==> src/rtl/i2c_pkg.sv <==
// rtl/i2c_pkg.sv - shared FSM states, quarter phases and sizing helpers for the I2C masters
package i2c_pkg;

    localparam logic [2:0] ST_IDLE  = 3'd0;
    localparam logic [2:0] ST_START = 3'd1;
    localparam logic [2:0] ST_BIT   = 3'd2;
    localparam logic [2:0] ST_ACK   = 3'd3;
    localparam logic [2:0] ST_STOP  = 3'd4;
    localparam logic [2:0] ST_GAP   = 3'd5;
    localparam logic [2:0] ST_DONE  = 3'd6;
    localparam logic [2:0] ST_ERR   = 3'd7;

    localparam logic [1:0] Q0 = 2'd0;
    localparam logic [1:0] Q1 = 2'd1;
    localparam logic [1:0] Q2 = 2'd2;
    localparam logic [1:0] Q3 = 2'd3;

    function automatic int byte_count(input int reg_bytes, input int data_bytes);
        return 1 + reg_bytes + data_bytes;
    endfunction

    function automatic int index_width(input int num_regs);
        return (num_regs <= 2) ? 1 : $clog2(num_regs);
    endfunction

endpackage

==> src/rtl/i2c_qtick.sv <==
// rtl/i2c_qtick.sv - SCL quarter-period divider; pulses qtick_o once every CLK_DIV enabled cycles
module i2c_qtick #(
    parameter int CLK_DIV = 125
) (
    input  logic clk_i,
    input  logic rst_i,
    input  logic en_i,
    input  logic clr_i,
    output logic qtick_o
);

    localparam int CW = (CLK_DIV <= 2) ? 1 : $clog2(CLK_DIV);

    logic [CW-1:0] cnt_q, cnt_d;
    logic          wrap;

    assign wrap    = (cnt_q == CW'(CLK_DIV - 1));
    assign qtick_o = en_i & ~clr_i & wrap;

    always_comb begin
        cnt_d = cnt_q;
        if (clr_i) begin
            cnt_d = '0;
        end else if (en_i) begin
            cnt_d = wrap ? '0 : cnt_q + CW'(1);
        end
    end

    always_ff @(posedge clk_i or posedge rst_i) begin
        if (rst_i) begin
            cnt_q <= '0;
        end else begin
            cnt_q <= cnt_d;
        end
    end

endmodule

==> src/rtl/i2c_cfg_master.sv <==
// rtl/i2c_cfg_master.sv - write-only I2C master that walks a register table, with per-entry NACK retry
module i2c_cfg_master
    import i2c_pkg::*;
#(
    parameter logic [7:0] DEV_ADDR   = 8'hBA,
    parameter int         REG_BYTES  = 1,
    parameter int         DATA_BYTES = 2,
    parameter int         NUM_REGS   = 16,
    parameter int         CLK_DIV    = 125,
    parameter int         MAX_RETRY  = 3,
    localparam int        IW         = index_width(NUM_REGS)
) (
    input  logic                    clk1,
    input  logic                    reset,
    input  logic                    start,
    output logic [IW-1:0]           cfg_index,
    input  logic [8*REG_BYTES-1:0]  cfg_addr,
    input  logic [8*DATA_BYTES-1:0] cfg_data,
    input  logic                    sda_i,
    output logic                    sda_oe,
    output logic                    scl_oe,
    output logic                    busy,
    output logic                    done,
    output logic                    err,
    output logic [IW-1:0]           err_index
);

    localparam int NB = byte_count(REG_BYTES, DATA_BYTES);
    localparam int SW = 8 * NB;

    logic [2:0]    state_q, state_d;
    logic [1:0]    quarter_q, quarter_d;
    logic [2:0]    bit_cnt_q, bit_cnt_d;
    logic [2:0]    byte_cnt_q, byte_cnt_d;
    logic [SW-1:0] shift_q, shift_d;
    logic [3:0]    retry_q, retry_d;
    logic          fail_q, fail_d;
    logic          nack_q, nack_d;
    logic [IW-1:0] idx_q, idx_d;
    logic [IW-1:0] err_idx_q, err_idx_d;
    logic          busy_q, busy_d;
    logic          done_q, done_d;
    logic          err_q, err_d;
    logic          sda_oe_q, sda_oe_d;
    logic          scl_oe_q, scl_oe_d;
    logic          qtick;
    logic          start_acc;

    assign start_acc = start & ((state_q == ST_IDLE) | (state_q == ST_DONE) | (state_q == ST_ERR));

    i2c_qtick #(.CLK_DIV(CLK_DIV)) u_qtick (
        .clk_i   (clk1),
        .rst_i   (reset),
        .en_i    (busy_q),
        .clr_i   (start_acc),
        .qtick_o (qtick)
    );

    // Returns {sda_oe, scl_oe} for a given phase; 1 means pull the line low.
    function automatic logic [1:0] line_drive(input logic [2:0] st, input logic [1:0] q, input logic b);
        logic scl_low;
        scl_low = (q == Q0) || (q == Q3);
        case (st)
            ST_START: line_drive = (q == Q0) ? 2'b00 : (q == Q3) ? 2'b11 : 2'b10;
            ST_BIT:   line_drive = {~b, scl_low};
            ST_ACK:   line_drive = {1'b0, scl_low};
            ST_STOP:  line_drive = (q == Q0) ? 2'b11 : (q == Q1) ? 2'b10 : 2'b00;
            default:  line_drive = 2'b00;
        endcase
    endfunction

    always_comb begin
        state_d    = state_q;
        quarter_d  = quarter_q;
        bit_cnt_d  = bit_cnt_q;
        byte_cnt_d = byte_cnt_q;
        shift_d    = shift_q;
        retry_d    = retry_q;
        fail_d     = fail_q;
        nack_d     = nack_q;
        idx_d      = idx_q;
        err_idx_d  = err_idx_q;
        busy_d     = busy_q;
        done_d     = done_q;
        err_d      = err_q;

        if (start_acc) begin
            state_d   = ST_START;
            quarter_d = Q0;
            busy_d    = 1'b1;
            done_d    = 1'b0;
            err_d     = 1'b0;
            idx_d     = '0;
            retry_d   = '0;
            fail_d    = 1'b0;
        end else if (busy_q && qtick) begin
            quarter_d = quarter_q + 2'd1;
            case (state_q)
                ST_START: begin
                    // Latched a quarter in so cfg_* has settled after a cfg_index change.
                    if (quarter_q == Q0) begin
                        shift_d = {DEV_ADDR, cfg_addr, cfg_data};
                    end
                    if (quarter_q == Q3) begin
                        state_d    = ST_BIT;
                        bit_cnt_d  = '0;
                        byte_cnt_d = '0;
                        fail_d     = 1'b0;
                    end
                end
                ST_BIT: begin
                    if (quarter_q == Q3) begin
                        shift_d   = {shift_q[SW-2:0], 1'b0};
                        bit_cnt_d = bit_cnt_q + 3'd1;
                        if (bit_cnt_q == 3'd7) begin
                            state_d = ST_ACK;
                        end
                    end
                end
                ST_ACK: begin
                    if (quarter_q == Q2) begin
                        nack_d = sda_i;
                    end
                    if (quarter_q == Q3) begin
                        if (nack_q) begin
                            fail_d  = 1'b1;
                            state_d = ST_STOP;
                        end else if (byte_cnt_q == 3'(NB - 1)) begin
                            state_d = ST_STOP;
                        end else begin
                            state_d    = ST_BIT;
                            bit_cnt_d  = '0;
                            byte_cnt_d = byte_cnt_q + 3'd1;
                        end
                    end
                end
                ST_STOP: begin
                    if (quarter_q == Q3) begin
                        if (fail_q && (retry_q < 4'(MAX_RETRY))) begin
                            retry_d = retry_q + 4'd1;
                            state_d = ST_GAP;
                        end else if (fail_q) begin
                            err_d     = 1'b1;
                            err_idx_d = idx_q;
                            busy_d    = 1'b0;
                            state_d   = ST_ERR;
                        end else if (idx_q == IW'(NUM_REGS - 1)) begin
                            done_d  = 1'b1;
                            busy_d  = 1'b0;
                            state_d = ST_DONE;
                        end else begin
                            idx_d   = idx_q + IW'(1);
                            retry_d = '0;
                            state_d = ST_GAP;
                        end
                    end
                end
                ST_GAP: begin
                    if (quarter_q == Q3) begin
                        state_d = ST_START;
                    end
                end
                default: ;
            endcase
        end

        // Drive is computed from the next phase so the registered pins line up with the phase.
        {sda_oe_d, scl_oe_d} = line_drive(state_d, quarter_d, shift_d[SW-1]);
    end

    always_ff @(posedge clk1 or posedge reset) begin
        if (reset) begin
            state_q    <= ST_IDLE;
            quarter_q  <= Q0;
            bit_cnt_q  <= '0;
            byte_cnt_q <= '0;
            shift_q    <= '0;
            retry_q    <= '0;
            fail_q     <= 1'b0;
            nack_q     <= 1'b0;
            idx_q      <= '0;
            err_idx_q  <= '0;
            busy_q     <= 1'b0;
            done_q     <= 1'b0;
            err_q      <= 1'b0;
            sda_oe_q   <= 1'b0;
            scl_oe_q   <= 1'b0;
        end else begin
            state_q    <= state_d;
            quarter_q  <= quarter_d;
            bit_cnt_q  <= bit_cnt_d;
            byte_cnt_q <= byte_cnt_d;
            shift_q    <= shift_d;
            retry_q    <= retry_d;
            fail_q     <= fail_d;
            nack_q     <= nack_d;
            idx_q      <= idx_d;
            err_idx_q  <= err_idx_d;
            busy_q     <= busy_d;
            done_q     <= done_d;
            err_q      <= err_d;
            sda_oe_q   <= sda_oe_d;
            scl_oe_q   <= scl_oe_d;
        end
    end

    assign cfg_index = idx_q;
    assign err_index = err_idx_q;
    assign busy      = busy_q;
    assign done      = done_q;
    assign err       = err_q;
    assign sda_oe    = sda_oe_q;
    assign scl_oe    = scl_oe_q;

endmodule

==> config.mk <==
export PLATFORM = sky130hd
export DESIGN_NAME = i2c_cfg_master
export DESIGN_NICKNAME = d
export VERILOG_FILES = /design/src/rtl/i2c_pkg.sv /design/src/rtl/i2c_qtick.sv /design/src/rtl/i2c_cfg_master.sv
export SDC_FILE = /design/constraint.sdc
export NUM_CORES = 1
export LEC_CHECK = 0
export BUFFER_PORTS_ARGS = -buffer_cell sky130_fd_sc_hd__buf_4
export CORE_MARGIN = 1.5
export CORE_UTILIZATION = 54
export CTS_BUF_LIST = sky130_fd_sc_hd__clkbuf_8
export DETAILED_ROUTE_END_ITERATION = 7
export PLACE_DENSITY = 0.87
export SLEW_MARGIN = 10
export SYNTH_ARGS = -nofsm -noshare
export SYNTH_HDL_FRONTEND = slang
export SYNTH_SLANG_ARGS = --single-unit
==> constraint.sdc <==
create_clock -name clk1 -period 2.44 [get_ports clk1]
set_input_delay 0.366 -clock clk1 [delete_from_list [all_inputs] [get_ports clk1]]
set_output_delay 0.366 -clock clk1 [all_outputs]
set_load 0.05 [all_outputs]
# Word-level counts from Yosys, hierarchy flattened
# Index checks and enable logic that the tools add are counted.
[totals]
ff_bits = 69
inputBits = 28
output_inout_bits = 13
elab_cells = 172
[op_classes]
addsub = 6
n_lt_le_gt_ge = 1
eq_ne = 33
muxes = 79
bitwise = 8
n_reduce_logical = 28
[op_table]
columns = ["op", "n"]
rows = [
  ["two-way mux 32 bit", 4],
  ["case mux 32 bit (2 select lines)", 1],
  ["two-way mux 4 bit", 14],
  ["two-way mux 3 bit", 18],
  ["two-way mux 1 bit", 26],
  ["AND reduction 5 bit", 5],
  ["two-way mux 7 bit", 3],
  ["equality test 3 bit (second input constant)", 6],
  ["AND reduction 6 bit", 3],
  ["two-way mux 2 bit", 8],
  ["nonzero test 2 bit", 8],
  ["equality test 3 x 2 -> 1 bit (second input constant)", 5],
  ["case mux 3 bit (5 select lines)", 1],
  ["inequality test 2 bit (second input constant)", 6],
  ["inequality test 3 x 2 -> 1 bit (second input constant)", 4],
  ["case mux 3 bit (3 select lines)", 1],
  ["nonzero test 3 bit", 3],
  ["adder 4 x 1 -> 4 bit (second input constant)", 2],
  ["case mux 2 bit (4 select lines)", 1],
  ["AND reduction 8 bit", 1],
  ["adder 7 x 1 -> 7 bit (second input constant)", 1],
  ["equality test 7 bit (second input constant)", 1],
  ["AND reduction 7 bit", 1],
  ["adder 3 x 1 -> 3 bit (second input constant)", 2],
  ["18 further kinds", 30],
]

# Longest topological paths before layout
[depth]
depth_word = 14
depth_mapped = 14
ltp_nobuf = 13

# Hierarchy
# Synthesis repeated with hierarchy kept, for this count alone.
[unflattened]
cells_unflattened = 330
area_unflattened_um2 = 3513.4
[modules_own_cells]
columns = ["mod", "instances", "cells_per_inst", "area_per_inst_um2", "seq_area_each_um2"]
rows = [
  ["i2c_cfg_master", 1, 282, 3076.7, 1551.5],
  ["i2c_qtick", 1, 48, 436.7, 175.2],
]

# Worst setup path after synthesis
# No wires, ideal clock.
[synth_timing]
kind = "register to register"
from = "register busy_q, in the netlist busy"
to = "register scl_oe_q, in the netlist scl_oe"
setup_time_ps = 64
arrival_time_ps = 2421
required_ps = 2376
slack_ps = -45
stages_incl_launch_ff = 13
n_path_buf = 2
synth_period_minus_slack_ps = 2485
path_cell_list = "dfrtp_1 -> buf_6 -> nand3_1 -> nor2_1 -> buf_2 -> xnor2_1 -> or2_2 -> inv_1 -> ha_1 -> inv_1 -> or2_1 -> mux2i_1 -> mux2_2"
[synth_via]
elab_chain_cells = 9
elab_cells_between_ends = 18
cone_classes = "eq/ne: 5; mux: 8; bitwise: 2; reduce/logical: 3"
[synth_rtl]
columns = ["element", "line_no", "text"]
rows = [
  ["start: declaration", "i2c_cfg_master.sv:41", "logic busy_q, busy_d;"],
  ["start signal: assignment", "i2c_cfg_master.sv:199", "busy_q <= busy_d;"],
  ["bitwise AND 1 bit (2 in a row)", "i2c_qtick.sv:18", "assign qtick_o = en_i & ~clr_i & wrap;"],
  ["logical AND 1 bit *", "i2c_cfg_master.sv:96", "end else if (busy_q && qtick) begin"],
  ["two-way mux 2 bit *", "i2c_cfg_master.sv:96", ""],
  ["two-way mux 2 bit *", "i2c_cfg_master.sv:87", "if (start_acc) begin"],
  ["net quarter_d[0]", "i2c_cfg_master.sv:32", "logic [1:0] quarter_q, quarter_d;"],
  ["equality test 2 bit", "i2c_cfg_master.sv:62, i2c_cfg_master.sv:64", ""],
  ["two-way mux 1 bit", "i2c_cfg_master.sv:64", "ST_START: line_drive = (q == Q0) ? 2'b00 : (q == Q3) ? 2'b11 : 2'b10;"],
  ["two-way mux 2 bit", "i2c_cfg_master.sv:64", ""],
  ["case mux 2 bit (4 select lines) *", "i2c_cfg_master.sv:63", "case (st)"],
  ["net scl_oe_d", "i2c_cfg_master.sv:45", "logic scl_oe_q, scl_oe_d;"],
  ["end signal: assignment", "i2c_cfg_master.sv:203", "scl_oe_q <= scl_oe_d;"],
  ["end: declaration", "i2c_cfg_master.sv:45", ""],
]
# The timed path passes the listed nets; every way through them passes the cells marked *.
# A chain may end at the register's enable or synchronous reset.

# Final worst setup path
[layout_timing]
from = "register u_qtick.cnt_q[1]"
to = "register scl_oe_q, in the netlist scl_oe"
[layout_via]
elab_chain_cells = 9
elab_cells_between_ends = 18
cone_classes = "eq/ne: 6; mux: 8; bitwise: 1; reduce/logical: 3"
[layout_rtl]
columns = ["element", "line_no", "text"]
rows = [
  ["start: declaration", "i2c_qtick.sv:14", "logic [CW-1:0] cnt_q, cnt_d;"],
  ["start signal: assignment", "i2c_qtick.sv:33", "cnt_q <= cnt_d;"],
  ["equality test 7 bit *", "i2c_qtick.sv:17", "assign wrap = (cnt_q == CW'(CLK_DIV - 1));"],
  ["bitwise AND 1 bit *", "i2c_qtick.sv:18", ""],
  ["logical AND 1 bit *", "i2c_cfg_master.sv:96", ""],
  ["two-way mux 2 bit *", "i2c_cfg_master.sv:96", ""],
  ["two-way mux 2 bit *", "i2c_cfg_master.sv:87", ""],
  ["net quarter_d[0]", "i2c_cfg_master.sv:32", ""],
  ["equality test 2 bit", "i2c_cfg_master.sv:62, i2c_cfg_master.sv:64", ""],
  ["two-way mux 1 bit", "i2c_cfg_master.sv:64", ""],
  ["two-way mux 2 bit", "i2c_cfg_master.sv:64", ""],
  ["case mux 2 bit (4 select lines) *", "i2c_cfg_master.sv:63", ""],
  ["net scl_oe_d", "i2c_cfg_master.sv:45", ""],
]
# Marks and branches as above.

==> flow_metrics.tcl <==
set metrics [dict create \
    n_antenna_cell 0 \
    switching_share_pct 34.3 \
    finalWirelength_um 7460 \
    crit_buf_inv 3 \
    p_sw_mw 1.01 \
    setup_slack_ns 0.179 \
    cpMostUsedCell "inv_1" \
    first_pass_iters 4 \
    core-area_sq_mm 0.00631 \
    synth_area_leader_cell "dfrtp_1" \
    synthesis.nets 400 \
    grt_usage_pct 22.2 \
    r2r_end "scl_oe" \
    cts.sinks 69 \
    slowest_stage "dfrtp_1" \
    cts_tree "yes" \
    detail_route.iter0.violations 252 \
    ir_drop_mv 0.500 \
    syn_inst 358 \
    path_clk_slew_ns 0.07 \
    min_path_type "primary input to asynchronous set/reset pin" \
    clock_path_buffers 2 \
    yosys_most_used_dff "dfrtp_1" \
    ys_types 52 \
    finalNetCount 444 \
    end_kind "register" \
    cts_root_buf "clkbuf_8" \
    clk_latency_ns 0.35 \
    power.internal_mw 1.93 \
    path_class "register to register" \
    rsz0062_at_grt "false" \
    path_max_fanout 6 \
    final-hold-violation-count 0 \
    cp.arrival_ns 2.55 \
    synth_area_sq_mm 0.00351 \
    dp_hpwl_um 5170 \
    io_pins 41 \
    syn_to_final_growth_pct 17.5 \
    io_buffers 40 \
    reg2reg_depth 12 \
    worst-r2r-setup-slack_ns 0.18 \
    finish.utilization_pct 65.4 \
    final_common_cell "dfrtp_1" \
    die_w_um 83.6 \
    worst_pin_slew_ns 0.612 \
    max_clock_freq_mhz 442 \
    required_ns 2.73 \
    slew_violations 0 \
    async_flop_share_pct 100 \
    maxCapViolations 0 \
    die_area_sq_mm 0.00699 \
    drc_errors 0 \
    cts_inserted_buffers 9 \
    avgSynthCellArea_sq_um 9.81 \
    yosys_warnings 0 \
    period_needed_ns 2.26 \
    row_count 29 \
    dr_total_vias 2852 \
    final_cell_count_no_fill 483 \
    ys_seq_area_share_pct 49.2 \
    pwr_density_cell_mw_per_mm2 712 \
    crit_path_max_incr_delay_ns 0.42 \
    grt_pass1_vias 2777 \
    grt_first_pass_wirelength_um 12600 \
    postRouteAntennaNets 0 \
    drive_above_1_share_pct 21.7 \
    pre_cts_ws_ns 0.0223 \
    grt_overflow 0 \
    synth_edf_count 0 \
    synth_top_area_share_pct 49.2 \
    regToRegStartpoint "u_qtick.cnt_q[1]" \
    skew_ns 0.0120 \
    synth_area_leaders "dfrtp_1 (49%), o21ai_0 (5.6%), a22oi_1 (5.1%), nand2_1 (5.0%), ha_1 (5.0%)" \
    avgRoutedWirePerCell_um 15.4 \
    grt_start_max_net_pins 43 \
    viasPerCell 5.90 \
    fin_tns_setup_ns 0 \
    place_inst 466 \
    final.period_utilization_pct 92.7 \
    status "completed" \
    dieHeight_um 83.6 \
    seqPwrFrac_pct 46.2 \
    final_cell_mix "dfrtp_1 (68), buf_4 (53), nand2_1 (47)" \
    maxSlewHeadroom_pct 59.1 \
    pwr-share-comb_pct 25.5 \
    gp_congestion 0.896 \
    setup_viol 0 \
    path_cells "inv_1, ha_4, nand4_4, nor2_4, xnor2_1, or2_2, inv_1, ha_1, inv_1, or2_1, mux2i_1, mux2_2" \
    p_clk_share_pct 28.3 \
    start_kind "register" \
    htree_num_levels 3 \
    ys_ff_latch 69 \
    antenna_found_initial 0 \
    leakage_nw 1.98 \
    initial_core_util_pct 55.6 \
    cp_top_family "simple AND/OR/NAND/NOR gates" \
]
[how the worst max path moves through the flow]
stage / depth (start not counted) / slack (ns) / end / startpoint
global placement: 12 / 0.18 / scl_oe / u_qtick.cnt_q[1]
global route: 12 / 0.02 / scl_oe / u_qtick.cnt_q[1]
floorplan: 13 / 0.05 / scl_oe / u_qtick.cnt_q[0]
CTS: 12 / 0.02 / scl_oe / u_qtick.cnt_q[1]
finish: 12 / 0.18 / scl_oe / u_qtick.cnt_q[1]
detailed placement: 12 / 0.02 / scl_oe / u_qtick.cnt_q[1]
[synthesized netlist by cell type (4+ instances only)]
cell type  count
a21oi_1       10
a22oi_1       24
a32o_1         4
buf_2          5
clkbuf_1      11
dfrtp_1       69
ha_1          14
inv_1         10
mux2_2         6
mux2i_1        7
nand2_1       47
nand2b_1       5
nand3_1        7
nand4_1        6
nor2_1        31
nor2b_1        4
nor3_1         5
o21a_1         4
o21ai_0       39
o22a_1         5
[power groups by stage]
stage                     Clock [mW]  Sequential (mW)  Combinational, mW
after floorplan                    0             1.42              0.445
after global placement             0             1.37              0.675
after detailed placement           0             1.37              0.701
after CTS                      0.849             1.35              0.707
after global routing           0.891             1.37              0.830
final                          0.830             1.36              0.751
[timing repair]
action | CTS | global route
pin swaps | 0 | 1
gates resized for setup | 1 | 3
buffers inserted | 0 | 2
setup endpoints to repair | 1 | 2
hold buffers | 0 | 0
cloned | 0 | 0
[worst register-to-register path, cell delays in order (launching register included)]
cell     delay, ns
dfrtp_1       0.42
inv_1         0.11
ha_4          0.16
nand4_4       0.15
nor2_4        0.17
xnor2_1       0.08
or2_2         0.30
inv_1         0.11
ha_1          0.16
inv_1         0.04
or2_1         0.21
mux2i_1       0.13
mux2_2        0.16
[cells by family (layout without fill, tap and decap cells)]
family	count (synthesis)	count (layout)	share of synthesized area (%)
AOI/OAI and AO/OA	100	100	18.6
xor gates and xnor gates	5	5	1.25
adders and majority gates	14	14	4.99
buffers and inverters	31	79	4.13
DFF	69	69	49.2
muxes	14	14	4.56
and+or+nand+nor	125	125	17.2
[final cells by class]
| class | count | area, sq um |
|---|---|---|
| clock buffer | 10 | 138 |
| clock inverter | 5 | 36.3 |
| fill | 484 | 2190 |
| inverter | 10 | 37.5 |
| multi-input combinational | 258 | 1670 |
| sequential | 69 | 1730 |
| tap | 77 | 96.3 |
| timing repair buffer | 54 | 418 |
[per-layer routing]
layer	vias to the layer above	GRT usage [%]	wire, um
met4	0	11.2	161
met2	64	35.3	3610
met1	1398	29.4	3420
li1	1373	-	-
met3	17	3.86	275
met5	-	0	0
[state kept, by name (all words and copies together) (netlist names), 2 cells and up]
register / count
err_index: 4
shift_q: 32
state_q: 3
u_qtick.cnt_q: 7
cfg_index: 4
retry_q: 4
quarter_q: 2
byte_cnt_q: 3
bit_cnt_q: 3
[per-stage QoR]
stage / hold WS (ns) / area, sq um / power [mW]
after CTS: 0.103 / 4090 / 2.91
after detailed placement: 0.470 / 3910 / 2.07
final: 0.0874 / 4130 / 2.94
after global placement: 0.462 / 3910 / 2.04
after floorplan: 0.450 / 3510 / 1.86
after global routing: 0.132 / 4130 / 3.10
Power figures use the tool's default switching activity.
